File: src/rtl/pipe_ctrl_pkg.sv
// Shared types and constants for the pipeline stall/flush sequencer.
package pipe_ctrl_pkg;

  localparam int REG_W_DEFAULT   = 5;
  localparam int CNT_W_DEFAULT   = 16;
  localparam int TIMEOUT_DEFAULT = 16;

  // Register specifier 0 is hardwired zero, so a load targeting it never creates a hazard.
  localparam logic [REG_W_DEFAULT-1:0] REG_ZERO = '0;

  typedef enum logic [1:0] {
    RUN      = 2'd0,
    MEM_WAIT = 2'd1,
    ERROR    = 2'd2
  } state_t;

endpackage

File: src/rtl/pipeline_stall_ctrl_if.sv
// Hazard inputs and pipeline enable/flush outputs of the stall sequencer.
interface pipeline_stall_ctrl_if #(
  parameter int REG_W = pipe_ctrl_pkg::REG_W_DEFAULT,
  parameter int CNT_W = pipe_ctrl_pkg::CNT_W_DEFAULT
);

  logic             ie_memread;
  logic [REG_W-1:0] ie_rt;
  logic [REG_W-1:0] ii_rs;
  logic [REG_W-1:0] ii_rt;
  logic             mem_req;
  logic             mem_ack;
  logic             br_taken;

  logic             pc_write;
  logic             ii_write;
  logic             ie_write;
  logic             em_write;
  logic             if_flush;
  logic             control_flush;
  logic             mem_err;
  logic [CNT_W-1:0] ld_use_cnt;
  logic [CNT_W-1:0] mem_wait_cnt;

  // Pipeline side: presents hazard information, consumes enables.
  modport master (
    output ie_memread, ie_rt, ii_rs, ii_rt, mem_req, mem_ack, br_taken,
    input  pc_write, ii_write, ie_write, em_write, if_flush, control_flush,
    input  mem_err, ld_use_cnt, mem_wait_cnt
  );

  // Sequencer side.
  modport slave (
    input  ie_memread, ie_rt, ii_rs, ii_rt, mem_req, mem_ack, br_taken,
    output pc_write, ii_write, ie_write, em_write, if_flush, control_flush,
    output mem_err, ld_use_cnt, mem_wait_cnt
  );

endinterface

File: src/rtl/load_use_detect.sv
// Combinational load-use hazard detector: load in ID/EX feeding a source of the IF/ID instruction.
module load_use_detect
  import pipe_ctrl_pkg::*;
#(
  parameter int REG_W = REG_W_DEFAULT
) (
  input  logic             ie_memread,
  input  logic [REG_W-1:0] ie_rt,
  input  logic [REG_W-1:0] ii_rs,
  input  logic [REG_W-1:0] ii_rt,
  output logic             load_use
);

  assign load_use = ie_memread
                  && (ie_rt != REG_W'(REG_ZERO))
                  && ((ie_rt == ii_rs) || (ie_rt == ii_rt));

endmodule

File: src/rtl/pipeline_stall_ctrl.sv
// Central stall/flush sequencer: load-use bubbles, memory-wait freeze with timeout trap, branch flush.
// Optional saturating stall statistics are built when STALL_STATS_EN is defined.
module pipeline_stall_ctrl
  import pipe_ctrl_pkg::*;
#(
  parameter int REG_W   = REG_W_DEFAULT,
  parameter int TIMEOUT = TIMEOUT_DEFAULT,
  parameter int CNT_W   = CNT_W_DEFAULT
) (
  input logic                 clk,
  input logic                 rst_n,
  pipeline_stall_ctrl_if.slave bus
);

  state_t           state;
  logic [CNT_W-1:0] wait_cnt;
  logic             mem_err_q;
  logic             load_use;
  logic             freeze;

  load_use_detect #(.REG_W(REG_W)) u_load_use_detect (
    .ie_memread (bus.ie_memread),
    .ie_rt      (bus.ie_rt),
    .ii_rs      (bus.ii_rs),
    .ii_rt      (bus.ii_rt),
    .load_use   (load_use)
  );

  // A zero-wait access (req and ack together) never freezes.
  assign freeze = (state != ERROR) && bus.mem_req && !bus.mem_ack;

  // NOTE: sequential state uses non-blocking assignments so every flop samples pre-edge values.
  always_ff @(posedge clk or negedge rst_n) begin
    if (!rst_n) begin
      state     <= RUN;
      wait_cnt  <= '0;
      mem_err_q <= 1'b0;
    end else begin
      case (state)
        RUN: begin
          if (freeze) begin
            state    <= MEM_WAIT;
            wait_cnt <= CNT_W'(1);
          end
        end
        MEM_WAIT: begin
          if (!freeze) begin
            state    <= RUN;
            wait_cnt <= '0;
          end else if (wait_cnt == CNT_W'(TIMEOUT - 1)) begin
            state     <= ERROR;
            mem_err_q <= 1'b1;
          end else begin
            wait_cnt <= wait_cnt + CNT_W'(1);
          end
        end
        ERROR: ;
        default: state <= ERROR;
      endcase
    end
  end

  logic pc_write, ii_write, ie_write, em_write, if_flush, control_flush;

  // NOTE: every output gets a default first so no path through the block can infer a latch.
  always_comb begin
    pc_write      = 1'b0;
    ii_write      = 1'b0;
    ie_write      = 1'b0;
    em_write      = 1'b0;
    if_flush      = 1'b0;
    control_flush = 1'b0;
    if (rst_n && (state != ERROR) && !freeze) begin
      if (bus.br_taken) begin
        // Taken branch outranks the load-use bubble: the dependent instruction is squashed anyway.
        pc_write      = 1'b1;
        ii_write      = 1'b1;
        ie_write      = 1'b1;
        em_write      = 1'b1;
        if_flush      = 1'b1;
        control_flush = 1'b1;
      end else if (load_use) begin
        ie_write      = 1'b1;
        em_write      = 1'b1;
        control_flush = 1'b1;
      end else begin
        pc_write = 1'b1;
        ii_write = 1'b1;
        ie_write = 1'b1;
        em_write = 1'b1;
      end
    end
  end

  assign bus.pc_write      = pc_write;
  assign bus.ii_write      = ii_write;
  assign bus.ie_write      = ie_write;
  assign bus.em_write      = em_write;
  assign bus.if_flush      = if_flush;
  assign bus.control_flush = control_flush;
  assign bus.mem_err       = mem_err_q;

`ifdef STALL_STATS_EN
  logic [CNT_W-1:0] ld_use_q;
  logic [CNT_W-1:0] mem_wait_q;
  logic             ld_use_stall;

  assign ld_use_stall = (state != ERROR) && !freeze && !bus.br_taken && load_use;

  always_ff @(posedge clk or negedge rst_n) begin
    if (!rst_n) begin
      ld_use_q   <= '0;
      mem_wait_q <= '0;
    end else begin
      if (ld_use_stall && (ld_use_q != '1)) ld_use_q <= ld_use_q + CNT_W'(1);
      if (freeze && (mem_wait_q != '1))     mem_wait_q <= mem_wait_q + CNT_W'(1);
    end
  end

  assign bus.ld_use_cnt   = ld_use_q;
  assign bus.mem_wait_cnt = mem_wait_q;
`else
  assign bus.ld_use_cnt   = '0;
  assign bus.mem_wait_cnt = '0;
`endif

endmodule
File: src/flat_wrapper.sv
// flat-port wrapper written by rule: the top's interface ports become plain ports
module pipeline_stall_ctrl_flat import pipe_ctrl_pkg::*;
#(
  parameter int REG_W   = REG_W_DEFAULT,
  parameter int TIMEOUT = TIMEOUT_DEFAULT,
  parameter int CNT_W   = CNT_W_DEFAULT
)
  (clk, rst_n, bus_ie_memread, bus_ie_rt, bus_ii_rs, bus_ii_rt, bus_mem_req, bus_mem_ack, bus_br_taken, bus_pc_write, bus_ii_write, bus_ie_write, bus_em_write, bus_if_flush, bus_control_flush, bus_mem_err, bus_ld_use_cnt, bus_mem_wait_cnt);
  pipeline_stall_ctrl_if #(.REG_W(REG_W), .CNT_W(CNT_W)) bus_i ();
  input logic clk;
  input logic rst_n;
  input wire logic [$bits(bus_i.ie_memread)-1:0] bus_ie_memread;
  input wire logic [$bits(bus_i.ie_rt)-1:0] bus_ie_rt;
  input wire logic [$bits(bus_i.ii_rs)-1:0] bus_ii_rs;
  input wire logic [$bits(bus_i.ii_rt)-1:0] bus_ii_rt;
  input wire logic [$bits(bus_i.mem_req)-1:0] bus_mem_req;
  input wire logic [$bits(bus_i.mem_ack)-1:0] bus_mem_ack;
  input wire logic [$bits(bus_i.br_taken)-1:0] bus_br_taken;
  output wire logic [$bits(bus_i.pc_write)-1:0] bus_pc_write;
  output wire logic [$bits(bus_i.ii_write)-1:0] bus_ii_write;
  output wire logic [$bits(bus_i.ie_write)-1:0] bus_ie_write;
  output wire logic [$bits(bus_i.em_write)-1:0] bus_em_write;
  output wire logic [$bits(bus_i.if_flush)-1:0] bus_if_flush;
  output wire logic [$bits(bus_i.control_flush)-1:0] bus_control_flush;
  output wire logic [$bits(bus_i.mem_err)-1:0] bus_mem_err;
  output wire logic [$bits(bus_i.ld_use_cnt)-1:0] bus_ld_use_cnt;
  output wire logic [$bits(bus_i.mem_wait_cnt)-1:0] bus_mem_wait_cnt;
  assign bus_i.ie_memread = bus_ie_memread;
  assign bus_i.ie_rt = bus_ie_rt;
  assign bus_i.ii_rs = bus_ii_rs;
  assign bus_i.ii_rt = bus_ii_rt;
  assign bus_i.mem_req = bus_mem_req;
  assign bus_i.mem_ack = bus_mem_ack;
  assign bus_i.br_taken = bus_br_taken;
  assign bus_pc_write = bus_i.pc_write;
  assign bus_ii_write = bus_i.ii_write;
  assign bus_ie_write = bus_i.ie_write;
  assign bus_em_write = bus_i.em_write;
  assign bus_if_flush = bus_i.if_flush;
  assign bus_control_flush = bus_i.control_flush;
  assign bus_mem_err = bus_i.mem_err;
  assign bus_ld_use_cnt = bus_i.ld_use_cnt;
  assign bus_mem_wait_cnt = bus_i.mem_wait_cnt;
  pipeline_stall_ctrl #(.REG_W(REG_W), .TIMEOUT(TIMEOUT), .CNT_W(CNT_W)) u_core (.clk(clk), .rst_n(rst_n), .bus(bus_i));
endmodule
File: config.mk
export PLATFORM = sky130hd
export DESIGN_NAME = pipeline_stall_ctrl_flat
export DESIGN_NICKNAME = d
export VERILOG_FILES = /design/src/rtl/pipe_ctrl_pkg.sv /design/src/rtl/pipeline_stall_ctrl_if.sv /design/src/rtl/load_use_detect.sv /design/src/rtl/pipeline_stall_ctrl.sv /design/src/flat_wrapper.sv
export SDC_FILE = /design/constraint.sdc
export NUM_CORES = 1
export LEC_CHECK = 0
export CORE_MARGIN = 5
export CORE_UTILIZATION = 48
export DETAILED_ROUTE_END_ITERATION = 10
export GPL_TIMING_DRIVEN = 0
export HOLD_SLACK_MARGIN = 0.05
export PLACE_DENSITY_LB_ADDON = 0.25
export REMOVE_ABC_BUFFERS = 1
export SLEW_MARGIN = 20
export SYNTH_ARGS = -nofsm -noshare
export SYNTH_HDL_FRONTEND = slang
export SYNTH_HIERARCHICAL = 1
export SYNTH_SLANG_ARGS = --single-unit
File: constraint.sdc
create_clock -name clk -period 5.1 [get_ports clk]
set_clock_uncertainty 0.1 [all_clocks]
set_input_delay 1.53 -clock clk [delete_from_list [all_inputs] [get_ports clk]]
set_output_delay 1.53 -clock clk [all_outputs]
set_load 0.005 [all_outputs]
# Word level (Yosys, flattened, before mapping)
# Index checks and enable logic that the tools add are counted.
dict set report totals {
  regBits 19
  input_bits 21
  output_inout_bits 39
  wordCells 46
}
dict set report classes {
  n_addsub 1
  n_eq_ne 9
  mux 17
  n_bitwise 1
  reduce_logical 15
}
# cell count
set ops {}
lappend ops {{16-bit two-way mux} 3}
lappend ops {{16-bit one-hot mux with 2 select lines} 1}
lappend ops {{16-bit by 1-bit adder with 16-bit output (second input constant)} 1}
lappend ops {{16-bit by 4-bit == test with 1-bit output (second input constant)} 1}
lappend ops {{5-bit == test} 2}
lappend ops {{1-bit two-way mux} 9}
lappend ops {{3-bit AND reduction} 3}
lappend ops {{1-bit logical AND} 6}
lappend ops {{2-bit two-way mux} 3}
lappend ops {{3-bit inequality test (second input constant)} 2}
lappend ops {{2-bit one-hot mux with 3 select lines} 1}
lappend ops {{5-bit nonzero test} 1}
lappend ops {{2-bit by 1-bit == test with 1-bit output (second input constant)} 1}
lappend ops {{2-bit == test (second input constant)} 1}
lappend ops {{1-bit zero test} 2}
lappend ops {{2-bit zero test} 1}
lappend ops {{2-bit by 1-bit inequality test with 1-bit output (second input constant)} 1}
lappend ops {{2-bit inequality test (second input constant)} 1}
lappend ops {{2-bit nonzero test} 1}
lappend ops {{1-bit logical OR} 1}
lappend ops {{1-bit inverter} 1}

# Longest topological paths before layout
# Gate-level depths: netlist of run 1.
dict set report logic_depth {
  word_depth 6
  mapped_depth 6
  ltp_nobuf 6
}

# Modules after synthesis
# The synthesis of run 1 kept the hierarchy.
# module n_inst cells_per_inst area_each_um2 seq_area_each_um2
set modules_own_cells {}
lappend modules_own_cells {pipeline_stall_ctrl 1 170 1451.4 475.5}
lappend modules_own_cells {load_use_detect 1 17 125.1 0.0}

# Least setup slack after synthesis of run 1
# OpenSTA, ideal clock, no wires.
dict set report synth_path {
  kind {input to output}
  start {in bus_ie_rt[1]}
  end {out bus_pc_write}
  arrival_time_ns 2.556
  required_ns 3.470
  path_slack_ns 0.914
  stages 5
  n_path_buf 1
  path_cell_list {or4_1 -> o21ai_1 -> a21oi_1 -> a21oi_1 -> buf_4}
}
dict set report synth_between {
  elab_chain_cells 6
  elab_cells_between_ends 9
  cone_classes {eq/ne (2); mux (3); reduce/logical (4)}
}
# item line_no
set synth_lines {}
lappend synth_lines {{start, declared} flat_wrapper.sv:13} ;# input wire logic [$bits(bus_i.ie_rt)-1:0] bus_ie_rt;
lappend synth_lines {{5-bit == test or 5-bit nonzero test (tied branches)} {load_use_detect.sv:16, load_use_detect.sv:15}}
lappend synth_lines {{1-bit logical OR or 1-bit logical AND (tied branches)} {load_use_detect.sv:16, load_use_detect.sv:15}}
lappend synth_lines {{1-bit logical AND (*)} load_use_detect.sv:16} ;# && ((ie_rt == ii_rs) || (ie_rt == ii_rt));
lappend synth_lines {{named net u_core.load_use} pipeline_stall_ctrl.sv:18} ;# logic load_use;
lappend synth_lines {{1-bit two-way mux (*) (3 in a row)} -}
lappend synth_lines {{end, declared} flat_wrapper.sv:19} ;# output wire logic [$bits(bus_i.pc_write)-1:0] bus_pc_write;
# Mark *: on every way through the listed nets, which the timed path passes. The rest lies on a longest branch.

# Final worst setup path of run 1
dict set report layout_path {
  start {in bus_ie_rt[1]}
  end {out bus_pc_write}
}
dict set report layout_between {
  elab_chain_cells 6
  elab_cells_between_ends 9
  cone_classes {eq/ne (2); mux (3); reduce/logical (4)}
}
# item line_no
set layout_lines {}
lappend layout_lines {{5-bit == test or 5-bit nonzero test (tied branches)} {load_use_detect.sv:16, load_use_detect.sv:15}}
lappend layout_lines {{1-bit logical OR or 1-bit logical AND (tied branches)} {load_use_detect.sv:16, load_use_detect.sv:15}}
lappend layout_lines {{1-bit logical AND (*)} load_use_detect.sv:16}
lappend layout_lines {{named net u_core.load_use} pipeline_stall_ctrl.sv:18}
lappend layout_lines {{1-bit two-way mux (*)} pipeline_stall_ctrl.sv:82} ;# end else if (load_use) begin
lappend layout_lines {{1-bit two-way mux (*)} pipeline_stall_ctrl.sv:74} ;# if (bus.br_taken) begin
lappend layout_lines {{1-bit two-way mux (*)} pipeline_stall_ctrl.sv:73} ;# if (rst_n && (state != ERROR) && !freeze) begin
# Marked as above.

==> results of run 1 <==
==> synthesized netlist by cell type, drive strengths merged (2+ instances only) <==
cell type / number
a21o: 2
a21oi: 6
a31oi: 5
and2: 2
and3: 4
and4: 3
and4b: 2
buf: 39
dfrtp: 19
inv: 6
nand2: 11
nand3: 10
nand4: 8
nor2: 8
nor3: 4
nor4: 3
o211ai: 3
o21ai: 17
o21bai: 3
o31ai: 3
or4: 5
xnor2: 4
xor2: 6
==> routing by layer <==
layer / global-route usage / vias to the layer above / part of all wire
met4: 0.0684 / 0 / 0.012
met3: 0.0266 / 6 / 0.087
li1: - / 660 / -
met1: 0.195 / 671 / 0.40
met5: 0 / - / 0
met2: 0.323 / 76 / 0.50
==> metrics by stage <==
stage / setup TNS [ns] / setup WS (ns) / power, mW
floorplan: 0 / 1.02 / 0.168
global placement: -0.723 / -0.189 / 0.189
detailed placement: -1.28 / -0.270 / 0.190
CTS: 0 / 0.00992 / 0.268
global route: -0.0307 / -0.0161 / 0.284
finish: 0 / 0.0741 / 0.267
==> repair_timing <==
action,CTS,global route
pin swaps,0,1
setup endpoints to repair,6,6
buffers inserted,0,0
resized for setup,1,5
==> worst register-to-register path, cell delays in order, from the launching register on <==
cell and delay [ns]:
dfrtp_1 0.46, ha_1 0.30, and4b_1 0.25, and4_1 0.23, or4_1 0.42, o21ai_1 0.11
==> flip-flops by register name, summed over array words and instances, names as in the netlist <==
signal              cells
u_core/bus.mem_err      1
u_core/state            2
u_core/wait_cnt        16
==> logic make-up after synthesis <==
kind of cell,Yosys count
simple gates,66
buf+inv,46
compound gates,43
flops,19
xor+xnor,10
fa+ha+maj,1
other cells,1
mux,1
==> power by group <==
part	switching (mW)	total (mW)	internal, mW
combinational	0.0190	0.0379	0.0190
sequential	0	0.151	0.151
clock	0.0479	0.0784	0.0305
total	0.0668	0.267	0.200
==> cell usage in the layout (no fill, tap or decap), drive strengths merged, types with 4 or more instances in the layout <==
cell	netlist	layout
conb	1	32
clkdlybuf4s50	0	26
dfrtp	19	19
o21ai	17	17
nand2	11	11
nand3	10	10
nor2	8	8
nand4	8	8
inv	6	6
xor2	6	6
a21oi	6	6
a31oi	5	5
or4	5	5
clkbuf	1	5
and3	4	4
xnor2	4	4
nor3	4	4
==> area by class of cell <==
type / instances / area share
Tap cell: 44 / 0.0313
Clock buffer: 4 / 0.0149
Multi-Input combinational cell: 153 / 0.520
Sequential cell: 19 / 0.270
Timing Repair Buffer: 27 / 0.151
Inverter: 6 / 0.0128
==> path summary, 6_finish.rpt <==
kind | start | endpoint | slack [ns] | cells past startpoint
setup / recovery | bus_ie_rt[1] | bus_pc_write | 0.07 | 6
hold / removal | u_core/bus.mem_err$_DFFE_PN0P_ | u_core/bus.mem_err$_DFFE_PN0P_ | 0.38 | 1
setup reg to reg | u_core/wait_cnt[0]$_DFFE_PN0P_ | u_core/wait_cnt[3]$_DFFE_PN0P_ | 3.17 | 5
hold reg to reg | u_core/bus.mem_err$_DFFE_PN0P_ | u_core/bus.mem_err$_DFFE_PN0P_ | 0.38 | 1
max in group asynchronous | rst_n | u_core/wait_cnt[15]$_DFFE_PN0P_ | 3.50 | 1
min in group asynchronous | rst_n | u_core/bus.mem_err$_DFFE_PN0P_ | 1.07 | 1
==> flow_metrics.py, run 1 <==
metrics = {
    "critical_path": {
        "crit_path_top_delay_cell": "or4_1",
        "start_kind": "input port",
        "crit_family": "buffers and inverters",
        "cp-end-kind": "primary output",
        "critPathKind": "input port to primary output",
        "worstPathArrival_ns": 3.40,
        "slowest_delay_ns": 0.53,
        "path_buf_inv": 2,
        "crit_chain": "clkdlybuf4s50_1 -> or4_1 -> o21ai_1 -> a21oi_2 -> a21oi_2 -> clkdlybuf4s50_1",
        "worstPathRequired_ns": 3.47,
        "critPathMaxFanout": 3,
    },
    "routing": {
        "via_per_inst": 5.58,
        "drc": 0,
        "wirelength_mm": 3.69,
        "wl_per_cell_um": 14.6,
        "ant_nets": 0,
        "drt_pass1_iterations": 4,
        "num_vias": 1413,
        "drtIter0Drc": 60,
    },
    "floorplan": {
        "core_area_um2": 3100,
        "rows": 20,
        "die-area_um2": 4530,
        "die_height_um": 67.3,
        "ios": 60,
        "start_util": 0.508,
        "die_width_um": 67.3,
    },
    "timing": {
        "slew_headroom": 0.647,
        "finalSetupViolations": 0,
        "tightest_slew_ns": 0.529,
        "holdWs_ns": 0.384,
        "period_share": 0.985,
        "fin_crit_ns": 5.03,
        "fmax_ghz": 0.199,
        "hold_viol_final": 0,
        "drv_slew": 0,
    },
    "yosys": {
        "ys.flop_type": "dfrtp_1",
        "ys_seq_area_frac": 0.302,
        "synthTopCellsByArea": "dfrtp_1 30%, buf_4 17%, o21ai_0 4.1%, xor2_1 3.3%, nand3_1 3.2%",
        "synth_compound_area_frac": 0.169,
        "synth.avg_cell_area_um2": 8.43,
        "muxShareOfSynthArea": 0.00635,
        "synth_top_family_by_area": "simple AND/OR/NAND/NOR gates",
        "synth_adder_area_share": 0.00794,
        "synth.largest_area_cell": "dfrtp_1",
        "syn-cell-area_um2": 1580,
        "synth_cell_types": 43,
        "synthSimpleGateAreaFrac": 0.256,
        "synthCells": 187,
        "synth_edf_count": 0,
        "synth_warnings": 6,
        "synth_seq_cells": 19,
        "synthXorXnorAreaFrac": 0.0556,
        "async_flop_share": 1.00,
        "synth_top_area_share": 0.302,
    },
    "cts": {
        "cts_max_path_buffers": 2,
        "cts_buffers": 3,
        "htree_levels": 1,
        "cts_hold_buf": 0,
        "clk-insertion-delay-late_ns": 0.30,
        "clk_pin_slew_ns": 0.11,
        "cts_tree": "built",
        "cts.sinks": 19,
        "root_buffer": "clkbuf_4",
    },
    "finish": {
        "drive_gt1_frac": 0.0526,
        "antennaDiodeCount": 0,
        "nFillCells": 279,
        "ff_latch_area_um2": 475,
        "fin_nets": 232,
        "fin_util": 0.567,
        "instances_no_fill": 253,
        "stdcell_area_um2": 1760,
        "area_delta_synth_final_pct": 11.5,
        "multi_input_area_um2": 913,
    },
    "grt": {
        "grt_max_degree": 21,
        "grt_pass1_vias": 1354,
        "grtUsageTotal": 0.173,
        "grt_overflow": 0,
        "grt_first_pass_wirelength_mm": 6.17,
        "antenna_found_initial": 0,
    },
    "placement": {
        "dp.cells": 249,
        "io_buffer_count": 27,
        "gp_congestion": 0.841,
        "detailed_place.area_um2": 1720,
        "place_hpwl_mm": 2.82,
    },
    "pwr": {
        "power_density_nw_per_um2": 152,
        "power.leakage_nw": 0.789,
        "peakVddDrop_mv": 0.134,
    },
    "outcome": {
        "status": "finished, final reports clean",
    },
    "min_path": {
        "worstHoldPathType": "register to register",
    },
    "run": {
        "maxCapViolCount": 0,
    },
}
(Power assumes the default switching activity.)
==> inputs of run 2 (changes only) <==
--- a/config.mk
+++ b/config.mk
@@ -6,7 +6,7 @@
 export NUM_CORES = 1
 export LEC_CHECK = 0
 export CORE_MARGIN = 5
-export CORE_UTILIZATION = 48
+export CORE_UTILIZATION = 47
 export DETAILED_ROUTE_END_ITERATION = 10
 export GPL_TIMING_DRIVEN = 0
 export HOLD_SLACK_MARGIN = 0.05
@@ -15,5 +15,4 @@
 export SLEW_MARGIN = 20
 export SYNTH_ARGS = -nofsm -noshare
 export SYNTH_HDL_FRONTEND = slang
-export SYNTH_HIERARCHICAL = 1
 export SYNTH_SLANG_ARGS = --single-unit
==> run 2 against run 1 <==
Against the previous run: first-iteration DRC count is 50% higher; sequential cell count stayed put; critical endpoint is now bus_ii_write; sequential power is 11% higher; combinational power is 91% higher; critical path type unchanged; via count is 3.9% lower; die area is 0.43% higher; total power is 20% higher; critical path depth is 1 lower; non-clock buffer count stayed put; maximum frequency is 0.18% higher; clock-buffer cell count is 1 lower; largest cell class unchanged.
==> flow_metrics.py, run 2 <==
metrics = {
    "pwr": {
        "switching_share": 0.304,
        "power.leakage_nw": 0.720,
        "p_clk_frac": 0.251,
        "p_int_mw": 0.223,
        "switchingPower_mw": 0.0975,
        "p_seq_frac": 0.524,
        "peakVddDrop_mv": 0.123,
        "power_density_nw_per_um2": 185,
        "power_frac_comb": 0.225,
    },
    "yosys": {
        "muxShareOfSynthArea": 0,
        "synth_cell_types": 44,
        "ys.flop_type": "dfrtp_1",
        "synth.largest_area_cell": "dfrtp_1",
        "synthXorXnorAreaFrac": 0.0565,
        "synthSimpleGateAreaFrac": 0.218,
        "synth_adder_area_share": 0.00806,
        "async_flop_share": 1.00,
        "synth_warnings": 0,
        "synth_compound_area_frac": 0.203,
        "synth_edf_count": 0,
        "yosysMostFrequentCell": "buf_4",
        "synth_top_family_by_area": "simple AND/OR/NAND/NOR gates",
        "ys_top_cells_by_count": "36 x buf_4, 19 x dfrtp_1, 14 x a31oi_1",
        "synth_top_area_share": 0.306,
        "synth_seq_cells": 19,
        "ys_seq_area_frac": 0.306,
        "synth.avg_cell_area_um2": 8.57,
        "syn-cell-area_um2": 1550,
        "synthTopCellsByArea": "dfrtp_1 31%, buf_4 17%, a31oi_1 5.6%, xor2_1 5.6%, nand4_1 2.4%",
        "synthCells": 181,
    },
    "min_path": {
        "worst_hold_path.endpoint": "u_core.bus.mem_err$_DFFE_PN0P_",
        "whs_path_depth": 1,
        "worstHoldPathType": "register to register",
        "holdCritStartpoint": "u_core.bus.mem_err$_DFFE_PN0P_",
    },
    "routing": {
        "wirelength_mm": 3.58,
        "ant_nets": 0,
        "drt_pass1_iterations": 4,
        "via_per_inst": 5.54,
        "drc": 0,
        "wl_per_cell_um": 14.6,
        "num_vias": 1358,
        "drtIter0Drc": 90,
    },
    "cts": {
        "cts_buffers": 3,
        "clk-insertion-delay-late_ns": 0.31,
        "cts_tree": "built",
        "htree_levels": 1,
        "cts.sinks": 19,
        "cts_max_path_buffers": 2,
        "clk_pin_slew_ns": 0.11,
        "root_buffer": "clkbuf_4",
    },
    "timing": {
        "tightest_slew_ns": 0.702,
        "hold_viol_final": 0,
        "period_share": 0.984,
        "slew_headroom": 0.530,
        "drv_slew": 0,
        "finalSetupViolations": 0,
        "fin_crit_ns": 5.02,
        "fmax_ghz": 0.199,
        "rsz0062_at_grt": "no",
        "setup_ws_ns": 0.0832,
    },
    "critical_path": {
        "critPathKind": "input port to primary output",
        "slowest_delay_ns": 0.57,
        "critPathMaxFanout": 3,
        "r2r_slack_ns": 2.84,
        "start_kind": "input port",
        "worstPathArrival_ns": 3.39,
        "reg2reg_to": "u_core.wait_cnt[6]$_DFFE_PN0P_",
        "crit_chain": "clkdlybuf4s50_1 -> or4_1 -> o21ai_1 -> o31a_1 -> clkdlybuf4s50_1",
        "cp-end-kind": "primary output",
        "r2r-start": "u_core.wait_cnt[0]$_DFFE_PN0P_",
        "crit_path_frequent_cell": "clkdlybuf4s50_1",
        "reg2reg_depth": 5,
        "worstPathRequired_ns": 3.47,
        "crit_path_top_delay_cell": "or4_1",
    },
    "placement": {
        "gp_congestion": 0.935,
        "post-place-ws_ns": -0.337,
        "place_hpwl_mm": 2.70,
        "io_buffer_count": 27,
        "dp.cells": 241,
        "detailed_place.area_um2": 1700,
    },
    "floorplan": {
        "ios": 60,
        "die-area_um2": 4550,
        "die_width_um": 67.5,
        "start_util": 0.500,
        "die_height_um": 67.5,
        "core_area_um2": 3100,
        "rows": 20,
    },
    "grt": {
        "grt_first_pass_wirelength_mm": 5.76,
        "grtUsageTotal": 0.165,
        "antenna_found_initial": 0,
        "grt_max_degree": 21,
        "grt_overflow": 0,
        "grt_pass1_vias": 1265,
    },
    "finish": {
        "instances_no_fill": 245,
        "final_cell_mix": "32 x conb_1, 26 x clkdlybuf4s50_1, 19 x dfrtp_1",
        "fin_util": 0.559,
        "multi_input_area_um2": 882,
        "largest_reg_flops": 16,
        "fin_nets": 224,
        "stdcell_area_um2": 1730,
        "top_register": "u_core.wait_cnt",
        "drive_gt1_frac": 0.0796,
        "nFillCells": 289,
        "antennaDiodeCount": 0,
        "mostFrequentLayoutCell": "conb_1",
        "ff_latch_area_um2": 475,
        "area_delta_synth_final_pct": 11.8,
    },
    "outcome": {
        "status": "finished, final reports clean",
    },
    "run": {
        "maxCapViolCount": 0,
    },
}
run 2: cell types whose count changed in the layout (fill, tap and decap cells not counted), moves of 3 or more:
cell,previous run,this run
nand3_1,10,6
xnor2_1,4,0
a31oi_1,5,14
nor4_1,1,4
o21a_1,0,3
o21ai_0,13,4
o31ai_1,3,0
xor2_1,6,10
run 2: cell type report:
cell class | instances | area share
Tap cell | 44 | 0.0317
Multi-Input combinational cell | 145 | 0.509
Sequential cell | 19 | 0.274
Timing Repair Buffer | 27 | 0.157
Clock inverter | 1 | 0.00289
Inverter | 6 | 0.0130
Clock buffer | 3 | 0.0130
run 2: cell families (layout without fill, tap and decap cells):
group / count (synthesis) / in the layout
other cells: 1 / 32
simple gates: 56 / 56
buf+inv: 48 / 37
xor+xnor: 10 / 10
flops: 19 / 19
compound gates: 46 / 46
fa+ha+maj: 1 / 1
run 2: worst max-delay path, delay by kind of cell:
family | cells | cell delay, ns
and+or+nand+nor | 1 | 0.57
buffers and inverters | 2 | 0.99
AOI/OAI and AO/OA | 2 | 0.30
run 2: worst max-delay path by stage:
| stage | start | end | slack, ns | depth (start not counted) |
|---|---|---|---|---|
| 6_report | bus_ie_rt[0] | bus_ii_write | 0.08 | 5 |
| 5_1_grt | bus_ie_rt[0] | bus_ii_write | 0.005 | 5 |
| 4_1_cts | bus_ie_rt[0] | bus_ii_write | 0.01 | 5 |
| 3_5_place_dp | rst_n | bus_control_flush | -0.34 | 5 |
| 3_3_place_gp | rst_n | bus_control_flush | -0.30 | 5 |
| 2_1_floorplan | bus_ie_rt[0] | bus_ii_write | 1.09 | 3 |
run 2: per-layer routing:
metal,global-route usage,wire (um)
met2,0.259,1610
met1,0.222,1590
met4,0.0734,56
met3,0.0283,325
met5,0,0
run 2: power groups by stage:
stage	Sequential, mW	Clock, mW	Combinational [mW]
CTS	0.168	0.0821	0.0712
detailed placement	0.171	0	0.0709
global route	0.170	0.0897	0.0808
floorplan	0.168	0	0.0378
finish	0.168	0.0805	0.0722
global placement	0.170	0	0.0685
run 2: through the flow:
step	hold slack (ns)	power, mW	setup TNS (ns)
finish	0.383	0.321	0
global route	0.417	0.340	0
CTS	0.388	0.321	0
detailed placement	0.362	0.242	-1.22
global placement	0.360	0.239	-0.950
floorplan	0.365	0.206	0
run 2: repair_timing:
action,4_1_cts,5_1_grt
hold buffers,0,0
pin swaps,0,0
setup buffers,0,0
endpoints found under the setup margin,6,3
gates resized for setup,3,2
==> inputs of run 3 (changes only) <==
--- a/config.mk
+++ b/config.mk
@@ -5,6 +5,8 @@
 export SDC_FILE = /design/constraint.sdc
 export NUM_CORES = 1
 export LEC_CHECK = 0
+export CAP_MARGIN = 20
+export CORE_ASPECT_RATIO = 2
 export CORE_MARGIN = 5
 export CORE_UTILIZATION = 47
 export DETAILED_ROUTE_END_ITERATION = 10
==> run 3 against run 2 <==
Against the previous run: die area rose by 1.5%; setup slack improved by 0.025 ns; routed wire length increased by 6.9%; via count is 0.22% lower; largest power group unchanged; critical path type unchanged; sequential share of layout area is 0.099 points lower; global-route usage shrank 0.058 points; cell count down 5.3%; sequential cell count did not move.
==> flow_metrics.py, run 3 (synthesis gave the netlist of run 2 again) <==
metrics = {
    "placement": {
        "place_hpwl_mm": 2.95,
        "io_buffer_count": 27,
        "gp_congestion": 0.930,
        "detailed_place.area_um2": 1680,
        "dp.cells": 228,
    },
    "min_path": {
        "holdCritStartpoint": "u_core.bus.mem_err$_DFFE_PN0P_",
        "worstHoldPathType": "register to register",
        "worst_hold_path.endpoint": "u_core.bus.mem_err$_DFFE_PN0P_",
        "whs_path_depth": 1,
    },
    "floorplan": {
        "ios": 60,
        "die_height_um": 91.3,
        "core_area_um2": 3190,
        "die_width_um": 50.6,
        "die-area_um2": 4620,
        "rows": 29,
        "start_util": 0.486,
    },
    "outcome": {
        "status": "finished, final reports clean",
    },
    "pwr": {
        "peakVddDrop_mv": 0.158,
        "power.leakage_nw": 0.738,
        "switching_share": 0.283,
        "p_clk_frac": 0.304,
        "power_frac_comb": 0.210,
        "switchingPower_mw": 0.0979,
        "p_seq_frac": 0.487,
        "power_density_nw_per_um2": 199,
        "p_int_mw": 0.248,
    },
    "finish": {
        "fin_nets": 224,
        "antennaDiodeCount": 0,
        "top_register": "u_core.wait_cnt",
        "largest_reg_flops": 16,
        "instances_no_fill": 232,
        "area_delta_synth_final_pct": 12.2,
        "stdcell_area_um2": 1740,
        "final_cell_mix": "32 x conb_1, 25 x clkdlybuf4s50_1, 19 x dfrtp_1",
        "drive_gt1_frac": 0.0796,
        "mostFrequentLayoutCell": "conb_1",
    },
    "timing": {
        "slew_headroom": 0.530,
        "finalSetupViolations": 0,
        "fmax_ghz": 0.200,
        "rsz0062_at_grt": "no",
        "hold_viol_final": 0,
        "period_share": 0.979,
        "fin_crit_ns": 4.99,
        "drv_slew": 0,
        "tightest_slew_ns": 0.703,
        "fin_setup_tns_ns": 0,
    },
    "critical_path": {
        "crit_path_top_delay_cell": "clkdlybuf4s50_1",
        "start_kind": "input port",
        "crit_chain": "clkdlybuf4s50_1 -> xor2_1 -> nor3_1 -> a22oi_1 -> o31a_1 -> clkdlybuf4s50_1",
        "worstPathArrival_ns": 3.36,
        "critPathMaxFanout": 3,
        "reg2reg_to": "u_core.wait_cnt[13]$_DFFE_PN0P_",
        "crit_start": "bus_ie_rt[2]",
        "cp-end-kind": "primary output",
        "r2r_slack_ns": 2.87,
        "worstPathRequired_ns": 3.47,
        "critPathKind": "input port to primary output",
        "crit_path_frequent_cell": "clkdlybuf4s50_1",
        "reg2reg_depth": 5,
        "slowest_delay_ns": 0.48,
        "r2r-start": "u_core.wait_cnt[0]$_DFFE_PN0P_",
    },
    "grt": {
        "antenna_found_initial": 0,
        "met3_usage": 0.0459,
        "grt_overflow": 0,
        "gr-usage-met2": 0.306,
        "grt_max_degree": 21,
        "grtUsageTotal": 0.165,
        "met1_usage": 0.165,
        "grt_first_pass_wirelength_mm": 6.19,
        "busiest_layer": "met2",
        "grt_pass1_vias": 1342,
    },
    "routing": {
        "via_per_inst": 5.84,
        "wirelength_mm": 3.83,
        "drtIter0Drc": 71,
        "ant_nets": 0,
        "drc": 0,
        "num_vias": 1355,
        "drt_pass1_iterations": 4,
        "wl_per_cell_um": 16.5,
    },
    "cts": {
        "post_cts_buffers": 0,
        "cts.sinks": 19,
        "clk-insertion-delay-late_ns": 0.26,
        "root_buffer": "clkbuf_8",
        "clk_pin_slew_ns": 0.07,
        "cts_buffers": 3,
        "cts_tree": "built",
        "htree_levels": 1,
        "cts_max_path_buffers": 2,
    },
    "run": {
        "maxCapViolCount": 0,
    },
}
run 3: cell types whose count changed in the layout (fill, tap and decap cells not counted), sizes merged:
cell	before	now
clkdlybuf4s50	26	25
dlymetal6s2s	0	1
run 3: layout make-up:
class	count	area, um^2
Tap cell	31	38.8
Sequential cell	19	475
Inverter	6	22.5
Clock inverter	1	5.00
Fill cell	313	1450
Clock buffer	3	41.3
Multi-Input combinational cell	145	883
Timing Repair Buffer	27	274
run 3: worst max-delay path by stage:
| stage | slack (ns) | end |
|---|---|---|
| after floorplan | 1.09 | bus_ii_write |
| after global placement | -0.28 | bus_control_flush |
| after detailed placement | -0.34 | bus_control_flush |
| after CTS | 0.0004 | bus_pc_write |
| after global routing | 0.02 | bus_control_flush |
| final | 0.11 | bus_pc_write |
run 3: worst max-delay path, delay by kind of cell:
kind / cells / cell delay (ns)
buf+inv: 2 / 0.93
simple gates: 1 / 0.26
compound gates: 2 / 0.45
xor+xnor: 1 / 0.19
run 3: power by group through the flow:
stage / Sequential (mW) / Clock [mW] / Combinational [mW]
finish: 0.169 / 0.105 / 0.0726
floorplan: 0.168 / 0 / 0.0378
CTS: 0.168 / 0.109 / 0.0714
global placement: 0.170 / 0 / 0.0693
detailed placement: 0.171 / 0 / 0.0714
global route: 0.169 / 0.112 / 0.0809
run 3: through the flow:
step           hold WS (ns)   util  total power, mW  worst slack (ns)
3_3_place_gp          0.351  0.526            0.240            -0.282
3_5_place_dp          0.355  0.526            0.242            -0.336
6_report              0.369  0.545            0.346             0.108
2_1_floorplan         0.365      -            0.206              1.09
4_1_cts               0.372  0.541            0.348          0.000449
5_1_grt               0.386  0.545            0.363            0.0166
run 3: routing by layer:
| metal | part of all wire | up-vias |
|---|---|---|
| met5 | 0 | - |
| li1 | - | 641 |
| met3 | 0.077 | 6 |
| met2 | 0.55 | 53 |
| met4 | 0.015 | 0 |
| met1 | 0.36 | 655 |
run 3: what timing repair did:
item | in CTS | in global routing
gates resized for setup | 3 | 3
hold buffers | 0 | 0
endpoints found under the setup margin | 6 | 2
gates cloned | 0 | 0
